File: src/rtl/regfile_dump.sv
// regfile_dump: sequential read-out engine for the 32x32 general-purpose
// register file. A start pulse walks addresses 0..REG_NUM-1 through one
// read port and streams each word as an address/data beat over valid/ready.
//
// Optional feature: define REGFILE_DUMP_CHECKSUM_EN to append one extra beat
// (out_addr=0, out_data=XOR of all dumped words, out_last=1) after the last
// register beat. Without the macro the dump is exactly REG_NUM beats and
// out_last marks the final register beat.
module regfile_dump #(
  parameter int REG_NUM = 32,
  parameter int ADDR_W  = 5,
  parameter int DATA_W  = 32
) (
  input  logic              clk,
  input  logic              rst,
  input  logic              start,
  output logic              busy,
  output logic              done,
  output logic              re,
  output logic [ADDR_W-1:0] raddr,
  input  logic [DATA_W-1:0] rdata,
  output logic              out_valid,
  input  logic              out_ready,
  output logic [ADDR_W-1:0] out_addr,
  output logic [DATA_W-1:0] out_data,
  output logic              out_last
);

  localparam logic [ADDR_W-1:0] LAST_IDX = ADDR_W'(REG_NUM - 1);

`ifdef REGFILE_DUMP_CHECKSUM_EN
  typedef enum logic [2:0] {
    S_IDLE = 3'd0,
    S_READ = 3'd1,
    S_HOLD = 3'd2,
    S_CSUM = 3'd3,
    S_DONE = 3'd4
  } state_t;
`else
  typedef enum logic [2:0] {
    S_IDLE = 3'd0,
    S_READ = 3'd1,
    S_HOLD = 3'd2,
    S_DONE = 3'd4
  } state_t;
`endif

  state_t              state_q, state_d;
  logic [ADDR_W-1:0]   idx_q, idx_d;
  logic                out_valid_q, out_valid_d;
  logic [ADDR_W-1:0]   out_addr_q, out_addr_d;
  logic [DATA_W-1:0]   out_data_q, out_data_d;
  logic                out_last_q, out_last_d;
`ifdef REGFILE_DUMP_CHECKSUM_EN
  logic [DATA_W-1:0]   csum_q, csum_d;
`endif

  // Next-state and registered-output computation for the dump walk.
  always_comb begin
    state_d     = state_q;
    idx_d       = idx_q;
    out_valid_d = out_valid_q;
    out_addr_d  = out_addr_q;
    out_data_d  = out_data_q;
    out_last_d  = out_last_q;
`ifdef REGFILE_DUMP_CHECKSUM_EN
    csum_d      = csum_q;
`endif
    case (state_q)
      S_IDLE: begin
        if (start) begin
          state_d = S_READ;
          idx_d   = '0;
`ifdef REGFILE_DUMP_CHECKSUM_EN
          csum_d  = '0;
`endif
        end
      end
      S_READ: begin
        // The read port answers combinationally, so the word is captured
        // in the same cycle the address is presented.
        out_data_d  = rdata;
        out_addr_d  = idx_q;
        out_valid_d = 1'b1;
`ifdef REGFILE_DUMP_CHECKSUM_EN
        out_last_d  = 1'b0;
        csum_d      = csum_q ^ rdata;
`else
        out_last_d  = (idx_q == LAST_IDX);
`endif
        state_d     = S_HOLD;
      end
      S_HOLD: begin
        // Beat stays frozen until accepted; the file is never re-read.
        if (out_ready) begin
          if (idx_q != LAST_IDX) begin
            idx_d       = idx_q + ADDR_W'(1);
            out_valid_d = 1'b0;
            out_last_d  = 1'b0;
            state_d     = S_READ;
          end else begin
`ifdef REGFILE_DUMP_CHECKSUM_EN
            out_valid_d = 1'b1;
            out_addr_d  = '0;
            out_data_d  = csum_q;
            out_last_d  = 1'b1;
            state_d     = S_CSUM;
`else
            out_valid_d = 1'b0;
            out_last_d  = 1'b0;
            state_d     = S_DONE;
`endif
          end
        end
      end
`ifdef REGFILE_DUMP_CHECKSUM_EN
      S_CSUM: begin
        if (out_ready) begin
          out_valid_d = 1'b0;
          out_last_d  = 1'b0;
          state_d     = S_DONE;
        end
      end
`endif
      S_DONE: begin
        // Start is not looked at here, so a request landing in DONE is dropped.
        state_d = S_IDLE;
      end
      default: begin
        state_d = S_IDLE;
      end
    endcase
  end

  // State and beat registers; reset aborts any dump in progress.
  always_ff @(posedge clk) begin
    if (rst) begin
      state_q     <= S_IDLE;
      idx_q       <= '0;
      out_valid_q <= 1'b0;
      out_addr_q  <= '0;
      out_data_q  <= '0;
      out_last_q  <= 1'b0;
`ifdef REGFILE_DUMP_CHECKSUM_EN
      csum_q      <= '0;
`endif
    end else begin
      state_q     <= state_d;
      idx_q       <= idx_d;
      out_valid_q <= out_valid_d;
      out_addr_q  <= out_addr_d;
      out_data_q  <= out_data_d;
      out_last_q  <= out_last_d;
`ifdef REGFILE_DUMP_CHECKSUM_EN
      csum_q      <= csum_d;
`endif
    end
  end

  // Read-port drive and status flags decoded from the current state.
  always_comb begin
    re    = 1'b0;
    raddr = '0;
    busy  = 1'b0;
    done  = 1'b0;
    case (state_q)
      S_READ: begin
        re    = 1'b1;
        raddr = idx_q;
        busy  = 1'b1;
      end
      S_HOLD: busy = 1'b1;
`ifdef REGFILE_DUMP_CHECKSUM_EN
      S_CSUM: busy = 1'b1;
`endif
      S_DONE: done = 1'b1;
      default: begin
        busy = 1'b0;
      end
    endcase
  end

  assign out_valid = out_valid_q;
  assign out_addr  = out_addr_q;
  assign out_data  = out_data_q;
  assign out_last  = out_last_q;

endmodule

File: config.mk
export PLATFORM = sky130hd
export DESIGN_NAME = regfile_dump
export DESIGN_NICKNAME = d
export VERILOG_FILES = /design/src/rtl/regfile_dump.sv
export SDC_FILE = /design/constraint.sdc
export NUM_CORES = 1
export LEC_CHECK = 0
export BUFFER_PORTS_ARGS = -buffer_cell sky130_fd_sc_hd__buf_2
export CELL_PAD_IN_SITES_DETAIL_PLACEMENT = 1
export CELL_PAD_IN_SITES_GLOBAL_PLACEMENT = 1
export CORE_ASPECT_RATIO = 0.8
export CORE_MARGIN = 3
export CORE_UTILIZATION = 34
export CTS_BUF_LIST = sky130_fd_sc_hd__clkbuf_4 sky130_fd_sc_hd__clkbuf_8
export DETAILED_ROUTE_END_ITERATION = 8
export PLACE_DENSITY_LB_ADDON = 0.1
export RECOVER_POWER = 25
export SLEW_MARGIN = 5
export SYNTH_ARGS = -nofsm -noshare
export SYNTH_HDL_FRONTEND = slang
export SYNTH_SLANG_ARGS = --single-unit
File: constraint.sdc
create_clock -name clk -period 2.4 [get_ports clk]
set_input_delay 0.36 -clock clk [delete_from_list [all_inputs] [get_ports clk]]
set_output_delay 0.36 -clock clk [all_outputs]
set_load 0.01 [all_outputs]
* After elaboration in Yosys (flattened, before gate mapping)
Cells that the tools add are included.
** Operators by class
- Eq/ne operators :: 8
- Multiplexer cells :: 15
- Add/subtract/negate cells :: 1
- Reduce and logical (&&, ||, !) cells :: 7
** Operators by type and width (number)
- 5-bit 2-to-1 mux :: 4
- 5-bit one-hot mux with 2 select lines :: 1
- 3-bit 2-to-1 mux :: 3
- 3-bit one-hot mux with 3 select lines :: 1
- 2-bit != test, second input constant :: 3
- 5-bit by 1-bit adder with 5-bit output, second input constant :: 1
- 5-bit == test, second input constant :: 1
- 5-bit != test, second input constant :: 1
- 1-bit 2-to-1 mux :: 4
- 1-bit one-hot mux with 2 select lines :: 2
- 2-bit AND reduction :: 2
- 4-bit AND reduction :: 1
- 2-bit nonzero test :: 2
- 3-bit by 1-bit == test with 1-bit output, second input constant :: 1
- 3-bit by 2-bit == test with 1-bit output, second input constant :: 1
- 3-bit == test, second input constant :: 1
- 3-bit logical NOT :: 1
- 2-bit OR reduction :: 1
** Word-level totals
- Input port bits :: 36
- Output and inout port bits :: 47
- Logic and storage cells :: 37
- Register bits :: 47

* Logic depth before layout (Yosys ltp)
- Word-level depth :: 4
- Mapped depth :: 6
- Gate-level depth less buffers :: 6

* Least setup slack after synthesis
OpenSTA, ideal clock, no wires.
- Path type :: register to register
- From :: reg idx_q[0]
- To :: reg idx_q[3]
- Data required time :: 2.259 ns
- Path slack :: 0.695 ns
- Clock period less this slack :: 1.705 ns
- Cell stages (with the launch flop) :: 7
- Buffers on the path :: 0
- Arrival time :: 1.564 ns
- Setup time :: 0.141 ns
- Cell sequence :: dfxtp_1 -> ha_1 -> and3_1 -> ha_1 -> nand3b_1 -> a211oi_2 -> o221ai_1
** Between the ends
- Longest elaborated chain between the ends :: 4
- Elaborated cells between the ends (all ways) :: 7
- Classes of those cells :: 1 x add/sub; 2 x eq/ne; 3 x mux; 1 x reduce/logical
** Ends and longest elaborated chain
- start: declaration :: RTL line 49 : logic [ADDR_W-1:0] idx_q, idx_d;
- start signal: assignment :: RTL line 149 : idx_q <= idx_d;
- 5-bit by 1-bit adder with 5-bit output :: RTL line 97 : idx_d = idx_q + ADDR_W'(1);
- 5-bit 2-to-1 mux :: RTL line 96 : if (idx_q != LAST_IDX) begin
- 5-bit 2-to-1 mux :: RTL line 95 : if (out_ready) begin
- 5-bit one-hot mux with 2 select lines :: RTL line 69 : case (state_q)
Several ways; a longest one is shown, not always the timed one. The select of a mux whose other input is x is not followed.
A chain may end at the register's enable or synchronous reset.

* Worst setup path after layout
- From :: reg state_q[0]
- To :: out raddr[4]
** Between the ends
- Longest elaborated chain between the ends :: 2
** Ends and longest elaborated chain
- start: declaration :: RTL line 48 : state_t state_q, state_d;
- start signal: assignment :: RTL line 148 : state_q <= state_d;
- 3-bit by 1-bit == test with 1-bit output :: RTL line 166 : case (state_q)
- 5-bit 2-to-1 mux :: RTL line 166
- end: declaration :: RTL line 20 : output logic [ADDR_W-1:0] raddr,
No other way between the ends.

==> results.py <==
metrics = {
    "run_status": {
        "status": "complete, no violations",
    },
    "routing": {
        "drt_first_pass_iters": 4,
        "drt_iter0_drc": 70,
        "highest_layer": "met4",
        "via_per_inst": 4.72,
        "drt-met1-wl_um": 2200,
        "dr_total_vias": 1713,
        "wl_per_cell_um": 13.6,
        "routed_wirelength_um": 4920,
        "wl_met3_um": 422,
        "drc": 0,
        "final_antenna_net_count": 0,
        "wl_met2_um": 2230,
    },
    "synth": {
        "mappedNetlistArea_mm2": 0.00184,
        "syn_area_per_cell_um2": 8.28,
        "synth-seq-cells": 47,
        "syn-num-nets": 261,
        "ys_types": 33,
        "ys_warn_count": 0,
        "yosysSeqAreaShare_pct": 51.2,
        "syn_inst": 222,
    },
    "global_routing": {
        "grt_pass1_vias": 1743,
        "antenna_found_initial": 0,
        "grt_pass1_wl_um": 8140,
        "grt_usage_pct": 16.5,
        "grt_remaining_overflow": 0,
        "grt_start_max_net_pins": 39,
    },
    "timing": {
        "slew_headroom_pct": 67.8,
        "period_share_pct": 91.4,
        "fin_ws_ns": 0.206,
        "worstMarginPinSlew_ns": 0.484,
        "min_period_ns": 2.19,
        "rsz0062_at_grt": "no",
        "fmax_mhz": 456,
        "tns_ns": 0,
        "hold_violations": 0,
        "final_max_slew_viol_count": 0,
        "finalSetupViolCount": 0,
        "fin_skew_ns": 0.00771,
    },
    "clock_tree": {
        "cts_sinks": 47,
        "clock-root-buffer": "clkbuf_8",
        "post_cts_buffers": 0,
        "hold_buffers": 0,
        "cts_resized": 0,
        "clk_path_buf_depth": 2,
        "cts-buffers-inserted": 5,
        "clock_latency_ns": 0.30,
        "htree_levels": 2,
        "cts_tree": "done",
        "clk_pin_slew_ns": 0.09,
    },
    "finish": {
        "fill_cells": 664,
        "layout-drive-gt1-share_pct": 25.6,
        "final-seq-area_um2": 941,
        "syn_to_final_growth_pct": 28.8,
        "multi_input_area_um2": 772,
        "finalNetCount": 339,
        "fin_cells": 363,
        "antenna_cells": 0,
        "utilization_pct": 46.2,
    },
    "power": {
        "power_uw": 1720,
        "p_leak_uw": 0.00105,
        "vdd_ir_drop_max_mv": 0.343,
        "p_int_uw": 1320,
        "power_density_mw_per_mm2": 728,
        "switching_power_uw": 407,
        "combPwrFrac_pct": 11.1,
        "clkPwrFrac_pct": 40.6,
        "sw_frac_of_total_pct": 23.6,
        "pwr-share-seq_pct": 48.3,
    },
    "setup_path": {
        "crit_arrival_ns": 1.83,
        "worstPathMaxFanout": 24,
        "path_class": "flip-flop to output pin",
        "crit_required_ns": 2.04,
        "cp-end-kind": "output pin",
        "r2r_slack_ns": 0.50,
        "rr_endpoint": "idx_q[3]",
        "r2r_cells": 6,
        "regToRegStartpoint": "idx_q[0]",
        "crit_path_start_kind": "flip-flop",
    },
    "floorplanning": {
        "die_w_um": 88.2,
        "fp.coreArea_mm2": 0.00512,
        "fp-row-count": 23,
        "start_util_pct": 35.9,
        "dieArea_mm2": 0.00633,
        "io_pins": 83,
        "chipHeight_um": 71.8,
    },
    "placement": {
        "io_buffers": 82,
        "dp_cells": 355,
        "hpwl_um": 3420,
        "gp_congestion": 0.685,
        "pre_cts_ws_ns": 0.434,
    },
    "flow_run": {
        "maxCapViolCount": 0,
    },
    "worst_hold_path": {
        "hp-class": "primary input to flip-flop",
        "min_from": "rdata[2]",
        "holdPathStages": 3,
        "min_to": "out_data[2]",
    },
}
==> area by class of cell <==
type | instances | share of cell area (%)
tap | 62 | 3.28
sequential | 47 | 39.7
clock inverter | 2 | 2.54
timing repair buffer | 85 | 17.1
multi-input combinational | 152 | 32.6
clock buffer | 6 | 3.22
inverter | 9 | 1.48
==> cells in the final DEF (no fill, tap or decap), drive strengths merged <==
master / Yosys / final
a21bo: 1 / 1
o221ai: 1 / 1
a211oi: 1 / 1
nor2b: 2 / 2
mux2i: 3 / 3
dfxtp: 47 / 47
nor3b: 3 / 3
and2: 1 / 1
clkbuf: 6 / 28
ha: 3 / 3
buf: 8 / 63
or2: 2 / 2
bufinv: 0 / 2
nand4: 2 / 2
and3: 2 / 2
nor3: 1 / 1
nand2b: 1 / 1
nand3b: 1 / 1
a311o: 1 / 1
nor4b: 1 / 1
nand2: 79 / 79
a21oi: 40 / 40
clkinv: 1 / 2
or3b: 1 / 1
nand3: 3 / 3
inv: 8 / 7
a32o: 1 / 1
o22ai: 1 / 1
or3: 1 / 1
==> synth_stat cells <==
| library cell | instances | share of area [%] |
|---|---|---|
| nand2_1 | 79 | 16 |
| dfxtp_1 | 47 | 51 |
| a21oi_1 | 40 | 11 |
| inv_1 | 7 | 1.4 |
| clkbuf_1 | 6 | 1.2 |
| buf_4 | 4 | 1.6 |
| buf_6 | 3 | 1.8 |
| ha_1 | 3 | 2.0 |
| mux2i_1 | 3 | 1.6 |
| nand3_1 | 3 | 0.82 |
| and3_1 | 2 | 0.68 |
| nand4_1 | 2 | 0.68 |
| nor2b_1 | 2 | 0.68 |
| nor3b_1 | 2 | 0.82 |
| a211oi_2 | 1 | 0.68 |
| a21bo_2 | 1 | 0.54 |
| a311o_1 | 1 | 0.54 |
| a32o_1 | 1 | 0.54 |
| and2_1 | 1 | 0.34 |
| buf_2 | 1 | 0.27 |
| clkinv_1 | 1 | 0.20 |
| inv_2 | 1 | 0.20 |
| nand2b_1 | 1 | 0.34 |
| nand3b_1 | 1 | 0.41 |
| nor3_1 | 1 | 0.27 |
| nor3b_4 | 1 | 1.0 |
| nor4b_1 | 1 | 0.48 |
| o221ai_1 | 1 | 0.48 |
| o22ai_1 | 1 | 0.34 |
| or2_1 | 1 | 0.34 |
| or2_2 | 1 | 0.34 |
| or3_1 | 1 | 0.34 |
| or3b_4 | 1 | 0.61 |
==> worst max path at each step <==
| stage | startpoint | endpoint | slack (ns) |
|---|---|---|---|
| floorplan | idx_q[0] | idx_q[3] | 0.69 |
| global placement | state_q[0] | raddr[1] | 0.49 |
| detailed placement | state_q[0] | raddr[4] | 0.43 |
| CTS | state_q[0] | raddr[4] | 0.08 |
| global route | state_q[0] | raddr[4] | 0.07 |
| finish | state_q[0] | raddr[4] | 0.21 |
==> worst max-delay path, stage by stage (launching register included) <==
cell and delay (ns):
dfxtp_1 0.51, or3b_4 0.43, clkinv_2 0.27, nand2_1 0.14, inv_1 0.06, buf_2 0.12
==> per-stage QoR <==
stage	instance area (um^2)	hold WS, ns
2_1_floorplan	1840	0.465
3_3_place_gp	2260	0.440
3_5_place_dp	2260	0.447
4_1_cts	2390	0.269
5_1_grt	2370	0.279
6_report	2370	0.287
==> power by group through the flow <==
stage / Clock, uW / Combinational, uW / Sequential (uW)
6_report: 699 / 192 / 833
4_1_cts: 728 / 201 / 833
3_5_place_dp: 0 / 200 / 851
2_1_floorplan: 0 / 110 / 862
5_1_grt: 759 / 216 / 838
3_3_place_gp: 0 / 198 / 849
==> cell families (layout without fill, tap and decap cells) <==
family	count (synthesis)	in the layout	share of synthesized area (%)
simple gates	100	100	24.3
buf+inv	23	102	6.81
compound gates	46	46	14.0
flops	47	47	51.2
mux	3	3	1.63
fa+ha+maj	3	3	2.04
==> layer usage <==
layer | track usage [%] | vias to the layer above
met1 | 20.5 | 776
met2 | 25.6 | 52
li1 | - | 878
met3 | 6.90 | 7
met4 | 6.04 | 0
met5 | 0 | -
==> sequential cells by signal (all words and copies together), names as in the netlist <==
register and count:
out_data 32, idx_q 5, out_addr 5, state_q 3, out_last 1, out_valid 1
Power figures use the tool's default switching activity.
